===== config.mk =====
export PLATFORM = sky130hd
export DESIGN_NAME = fetch_unit
export DESIGN_NICKNAME = d
export VERILOG_FILES = /design/src/rtl/riscv_pkg.sv /design/src/rtl/fetch_fifo.sv /design/src/rtl/fetch_unit.sv
export SDC_FILE = /design/constraint.sdc
export NUM_CORES = 1
export LEC_CHECK = 0
export BUFFER_PORTS_ARGS = -buffer_cell sky130_fd_sc_hd__buf_2
export CAP_MARGIN = 20
export CORE_ASPECT_RATIO = 1.75
export CORE_MARGIN = 2
export CORE_UTILIZATION = 59
export CTS_CLUSTER_SIZE = 8
export DETAILED_ROUTE_END_ITERATION = 7
export PLACE_DENSITY_LB_ADDON = 0.3
export SYNTH_ARGS = -nofsm -noshare
export SYNTH_HDL_FRONTEND = slang
export SYNTH_SLANG_ARGS = --single-unit

===== constraint.sdc =====
create_clock -name clk -period 20.9 [get_ports clk]
set_clock_uncertainty 0.05 [all_clocks]
set_input_delay 3.135 -clock clk [delete_from_list [all_inputs] [get_ports clk]]
set_output_delay 3.135 -clock clk [all_outputs]
set_load 0.01 [all_outputs]

===== src/rtl/riscv_pkg.sv =====
// Shared RISC-V front-end definitions: opcode constants, the canonical NOP and
// the {instr, pc} record carried from fetch to decode.
package riscv_pkg;

  localparam int FETCH_AW = 32;

  localparam logic [6:0] OPCODE_OP_IMM = 7'b0010011;
  localparam logic [6:0] OPCODE_BRANCH = 7'b1100011;
  localparam logic [6:0] OPCODE_STORE  = 7'b0100011;
  localparam logic [6:0] OPCODE_LOAD   = 7'b0000011;
  localparam logic [6:0] OPCODE_OP     = 7'b0110011;

  localparam logic [31:0] NOP_INSTR = 32'h0000_0013;

  typedef struct packed {
    logic [31:0]          instr;
    logic [FETCH_AW-1:0]  pc;
  } fetch_entry_t;

endpackage


===== src/rtl/fetch_fifo.sv =====
// Synchronous FIFO of fetched {instr, pc} entries; flush empties it and
// overrides any same-cycle push or pop.
module fetch_fifo
  import riscv_pkg::*;
#(
  parameter int DEPTH = 2
) (
  input  logic                   clk,
  input  logic                   rst_n,
  input  logic                   push,
  input  logic                   pop,
  input  logic                   flush,
  input  fetch_entry_t           wdata,
  output fetch_entry_t           rdata,
  output logic                   full,
  output logic                   empty,
  output logic [$clog2(DEPTH):0] count
);

  localparam int PW = $clog2(DEPTH);

  fetch_entry_t   mem_q [DEPTH];
  logic [PW-1:0]  wr_q, rd_q;
  logic [PW:0]    cnt_q;
  logic           push_eff, pop_eff;

  assign push_eff = push & ~flush;
  assign pop_eff  = pop & ~flush;

  always_ff @(posedge clk) begin
    if (!rst_n || flush) begin
      wr_q  <= '0;
      rd_q  <= '0;
      cnt_q <= '0;
    end else begin
      if (push_eff) wr_q <= wr_q + 1'b1;
      if (pop_eff)  rd_q <= rd_q + 1'b1;
      cnt_q <= cnt_q + (PW+1)'(push_eff) - (PW+1)'(pop_eff);
    end
  end

  // Storage holds data only, so it is left out of reset.
  always_ff @(posedge clk) begin
    if (rst_n && push_eff) mem_q[wr_q] <= wdata;
  end

  always_ff @(posedge clk) begin
    if (rst_n && !flush) assert (!(pop && cnt_q == '0)) else $error("fetch_fifo underflow");
  end

  assign rdata = mem_q[rd_q];
  assign count = cnt_q;
  assign full  = (cnt_q == (PW+1)'(DEPTH));
  assign empty = (cnt_q == '0);

endmodule


===== src/rtl/fetch_unit.sv =====
// Instruction-fetch front end: credit-limited imem requests, in-order response
// buffering, valid/ready delivery to decode and branch redirect with flush.
module fetch_unit
  import riscv_pkg::*;
#(
  parameter int                    ADDR_WIDTH = 32,
  parameter logic [ADDR_WIDTH-1:0] RESET_PC   = '0,
  parameter int                    DEPTH      = 2
) (
  input  logic                  clk,
  input  logic                  rst_n,
  output logic                  imem_req_valid,
  input  logic                  imem_req_ready,
  output logic [ADDR_WIDTH-1:0] imem_req_addr,
  input  logic                  imem_rsp_valid,
  input  logic [31:0]           imem_rsp_data,
  input  logic                  pc_src,
  input  logic [ADDR_WIDTH-1:0] branch_target,
  output logic                  instr_valid,
  input  logic                  instr_ready,
  output logic [31:0]           instr,
  output logic [ADDR_WIDTH-1:0] instr_pc
);

  localparam int CW = $clog2(DEPTH) + 1;

  logic [ADDR_WIDTH-1:0] fetch_pc_q, fetch_pc_d, rsp_pc_q, rsp_pc_d, target;
  logic [CW-1:0]         out_q, out_d, drop_q, drop_d, out_after_rsp, fifo_count;
  logic [CW:0]           credit_used;
  logic                  req_fire, push, pop, drop_rsp, fifo_full, fifo_empty;
  fetch_entry_t          wentry, rentry;

  assign target        = {branch_target[ADDR_WIDTH-1:2], 2'b00};
  assign credit_used   = {1'b0, out_q} + {1'b0, fifo_count};
  assign imem_req_valid = rst_n & ~pc_src & (credit_used < (CW+1)'(DEPTH));
  assign imem_req_addr = fetch_pc_q;
  assign req_fire      = imem_req_valid & imem_req_ready;
  assign drop_rsp      = imem_rsp_valid & (drop_q != '0);
  assign push          = imem_rsp_valid & (drop_q == '0) & ~pc_src;
  assign pop           = instr_valid & instr_ready & ~pc_src;
  assign out_after_rsp = out_q - CW'(imem_rsp_valid);

  always_comb begin
    fetch_pc_d = fetch_pc_q;
    rsp_pc_d   = rsp_pc_q;
    out_d      = out_after_rsp;
    drop_d     = drop_q;
    if (pc_src) begin
      // Everything still in flight after this cycle's response is wrong-path.
      fetch_pc_d = target;
      rsp_pc_d   = target;
      drop_d     = out_after_rsp;
    end else begin
      out_d = out_after_rsp + CW'(req_fire);
      if (req_fire) fetch_pc_d = fetch_pc_q + ADDR_WIDTH'(4);
      if (drop_rsp) drop_d = drop_q - 1'b1;
      if (push)     rsp_pc_d = rsp_pc_q + ADDR_WIDTH'(4);
    end
  end

  always_ff @(posedge clk) begin
    if (!rst_n) begin
      fetch_pc_q <= RESET_PC;
      rsp_pc_q   <= RESET_PC;
      out_q      <= '0;
      drop_q     <= '0;
    end else begin
      fetch_pc_q <= fetch_pc_d;
      rsp_pc_q   <= rsp_pc_d;
      out_q      <= out_d;
      drop_q     <= drop_d;
    end
  end

  always_ff @(posedge clk) begin
    if (rst_n) begin
      assert (!(push && fifo_full && !pop)) else $error("fetch buffer overflow");
      assert (out_q <= CW'(DEPTH) && drop_q <= CW'(DEPTH)) else $error("counter exceeds DEPTH");
    end
  end

  always_comb begin
    wentry       = '0;
    wentry.instr = imem_rsp_data;
    wentry.pc    = FETCH_AW'(rsp_pc_q);
  end

  fetch_fifo #(.DEPTH(DEPTH)) u_fifo (
    .clk   (clk),
    .rst_n (rst_n),
    .push  (push),
    .pop   (pop),
    .flush (pc_src),
    .wdata (wentry),
    .rdata (rentry),
    .full  (fifo_full),
    .empty (fifo_empty),
    .count (fifo_count)
  );

  assign instr_valid = ~fifo_empty;
  assign instr       = fifo_empty ? NOP_INSTR : rentry.instr;
  assign instr_pc    = fifo_empty ? RESET_PC : rentry.pc[ADDR_WIDTH-1:0];

endmodule


==> results.md <==
- Final non-filler cell total: 1062
- CTS Hold Bufs: 0
- DRT Pass-1 Iters: 4
- Starting DRT DRC Count: 341
- Die area: 15100 sq um
- Clock buffer depth: 2
- Final slew viol count: 0
- Setup crit end kind: output port
- Crit Path Max Fanout: 28
- Final Setup Violations: 0
- Flops & latches, synth: 193
- Crit start category: primary input
- Die height: 161 um
- Boundary pin count: 168
- Pwr Total: 0.819 mW
- Later-pin clock latency in the skew report: 420 ps
- First-pass GRT wire length: 29000 um
- Initial antenna violation count: 0
- Lkg Pwr: 3.75 nW
- Final GP Congestion: 0.889
- Hold Violations, Final: 0
- GRT overflow: 0
- Nets: 950
- Die span in x: 93.8 um
- R2R cell count: 9
- Largest net degree at the start of global routing: 74
- Routed WL: 18000 um
- Row cnt: 57
- Top-count cell post-synth: edfxtp_1
- Post-CTS Setup Inserts: 0
- Routed WL per cell: 16.9 um
- HP Class: flop to flop
- F_max: 134 MHz
- Port bufs: 161
- Vias in the first global route: 6116
- Hold slack final: 454 ps
- VDD IR max: 61.3 uV
- Share of layout cells above drive strength 1: 24.0%
- Async set or reset register ratio after synthesis: 0%
- All-Layer GR Usage: 24.4%
- Cells after Synth: 720
- MaxCap Viol Count: 0
- Synth area leaders: edfxtp_1 (45%), dfxtp_1 (17%), mux2i_1 (7.8%)
- Clk pin slew, worst setup/hold paths: 70 ps
- Area occupied by multi-input gates: 3030 sq um
- Clk sink count: 193
- DP Wirelength: 12500 um
- Yosys top cell by area: edfxtp_1
- Clock root cell: clkbuf_16
- Core ar.: 13800 sq um
- Seq/Total Area, Yosys: 61.3%
- Number of distinct library cells after synthesis: 50
- Layout area overhead: 18.4%
- Pwr dens: 83.0 nW/um^2
- Setup CP Type: primary input to output port
- FF+latch area: 5110 sq um
- WHS Path Cells: 0
- Period utilisation layout: 35.8%
- CP arrival: 4300 ps
- Filler cells: 1031
- Vias: 6041
- H-Tree Level Count: 4
- Post-synth top flop: edfxtp_1
- Run status: finished clean
- Routed Antenna Nets: 0
- Number of flops mapped to enable cells by yosys: 124
- Proportion of netlist area held by the largest area contributor: 44.7%
- Dpl cells: 1030
- Mapped Area: 8330 sq um
- DRC viols: 0
- Slew Limit Headroom: 28.3%
- Tightest Pin Transition: 1070 ps
- Setup TNS: 0 ps
- Post-CTS Resized: 0
- Cts bufs inserted: 17
- Critical Path RT: 17720 ps
- Min Tclk post-route: 7480 ps
- Post-DR vias/cell: 5.69
- CTS tree: done
- Unrepaired setup endpoints after global routing: false
- N_diodes: 0
- YS warnings: 0
- Starting density of the core: 60.2%
- Commonest cells in the netlist: edfxtp_1 (124), nor2_1 (87), dfxtp_1 (69)
- Syn_area_per_cell: 11.6 sq um
final timing paths:
kind / startpoint / to / slack, ps
worst min-delay path: rsp_pc_q[31]$_SDFFE_PN0P_ / u_fifo.mem_q[1][31]$_DFFE_PP_ / 450
worst max register to register: u_fifo.count[0]$_SDFF_PP0_ / imem_req_addr[21]$_SDFFE_PN0P_ / 17890
worst min register to register: rsp_pc_q[31]$_SDFFE_PN0P_ / u_fifo.mem_q[1][31]$_DFFE_PP_ / 450
worst max-delay path: pc_src / imem_req_valid / 13420
power by group:
part / internal [mW] / switching [mW]
Sequential: 0.421 / 0.0137
Clock: 0.171 / 0.148
Combinational: 0.0261 / 0.0389
Total: 0.617 / 0.201
cell type report:
type | count | area share (%)
Timing Repair Buffer | 168 | 8.70
Sequential cell | 193 | 51.8
Multi-Input combinational cell | 478 | 30.8
Inverter | 14 | 0.533
Tap cell | 177 | 2.25
Clock inverter | 15 | 1.65
Clock buffer | 17 | 4.31
flip-flops by register name, indices dropped and copies added, names as in the netlist, named ones only:
| signal | count |
|---|---|
| u_fifo.count | 2 |
| u_fifo.mem_q | 124 |
| imem_req_addr | 30 |
| drop_q | 2 |
| u_fifo.rd_q | 1 |
| out_q | 2 |
| u_fifo.wr_q | 1 |
| rsp_pc_q | 30 |
critical path, cell delays in order:
cell	delay [ps]
buf_2	460
nand2b_1	180
buf_4	270
nor3_1	90
buf_2	150
layout by cell type (no fill, tap or decap), drive strengths merged, types with 2 or more instances in the layout:
| cell | n |
|---|---|
| nand3b | 2 |
| o21ai | 39 |
| mux2i | 65 |
| ha | 7 |
| edfxtp | 124 |
| a2bb2oi | 2 |
| nand2 | 56 |
| clkinv | 3 |
| nor3 | 9 |
| dfxtp | 69 |
| or3 | 3 |
| inv | 24 |
| and3 | 17 |
| xnor2 | 14 |
| a21boi | 3 |
| nor2b | 2 |
| xor2 | 30 |
| nor4 | 9 |
| buf | 168 |
| nor2 | 87 |
| and4 | 6 |
| nand3 | 29 |
| o21a | 7 |
| nand4 | 20 |
| conb | 4 |
| or3b | 2 |
| a21oi | 36 |
| clkbuf | 17 |
| a31oi | 8 |
| and2 | 3 |
| o211ai | 4 |
| o22ai | 2 |
| nor3b | 2 |
metal layers:
metal | share of wire, % | GRT usage (%) | vias up
met3 | 5.3 | 5.04 | 51
met1 | 37 | 27.2 | 2835
met4 | 3.9 | 11.6 | 0
li1 | - | - | 2913
met2 | 54 | 43.7 | 242
met5 | 0 | 0 | -
per-stage QoR:
stage	setup WS [ps]	utilization [%]	area, sq um
2_1_floorplan	12200	-	8340
3_3_place_gp	13470	67.0	9270
3_5_place_dp	13460	67.0	9270
4_1_cts	13450	71.3	9860
5_1_grt	13370	71.3	9860
6_report	13420	71.3	9860
cell families (layout without fill, tap and decap cells):
logic type      after synthesis  in the layout  synth area share (%)
flops                       193            193                  61.3
simple gates                250            250                  14.9
other cells                   1              4                0.0450
mux                          66             66                  7.95
compound gates              106            106                  7.22
xor+xnor                     44             44                  4.63
buf+inv                      52            214                  2.66
fa+ha+maj                     8              8                  1.29
Power figures use the tool's default switching activity.
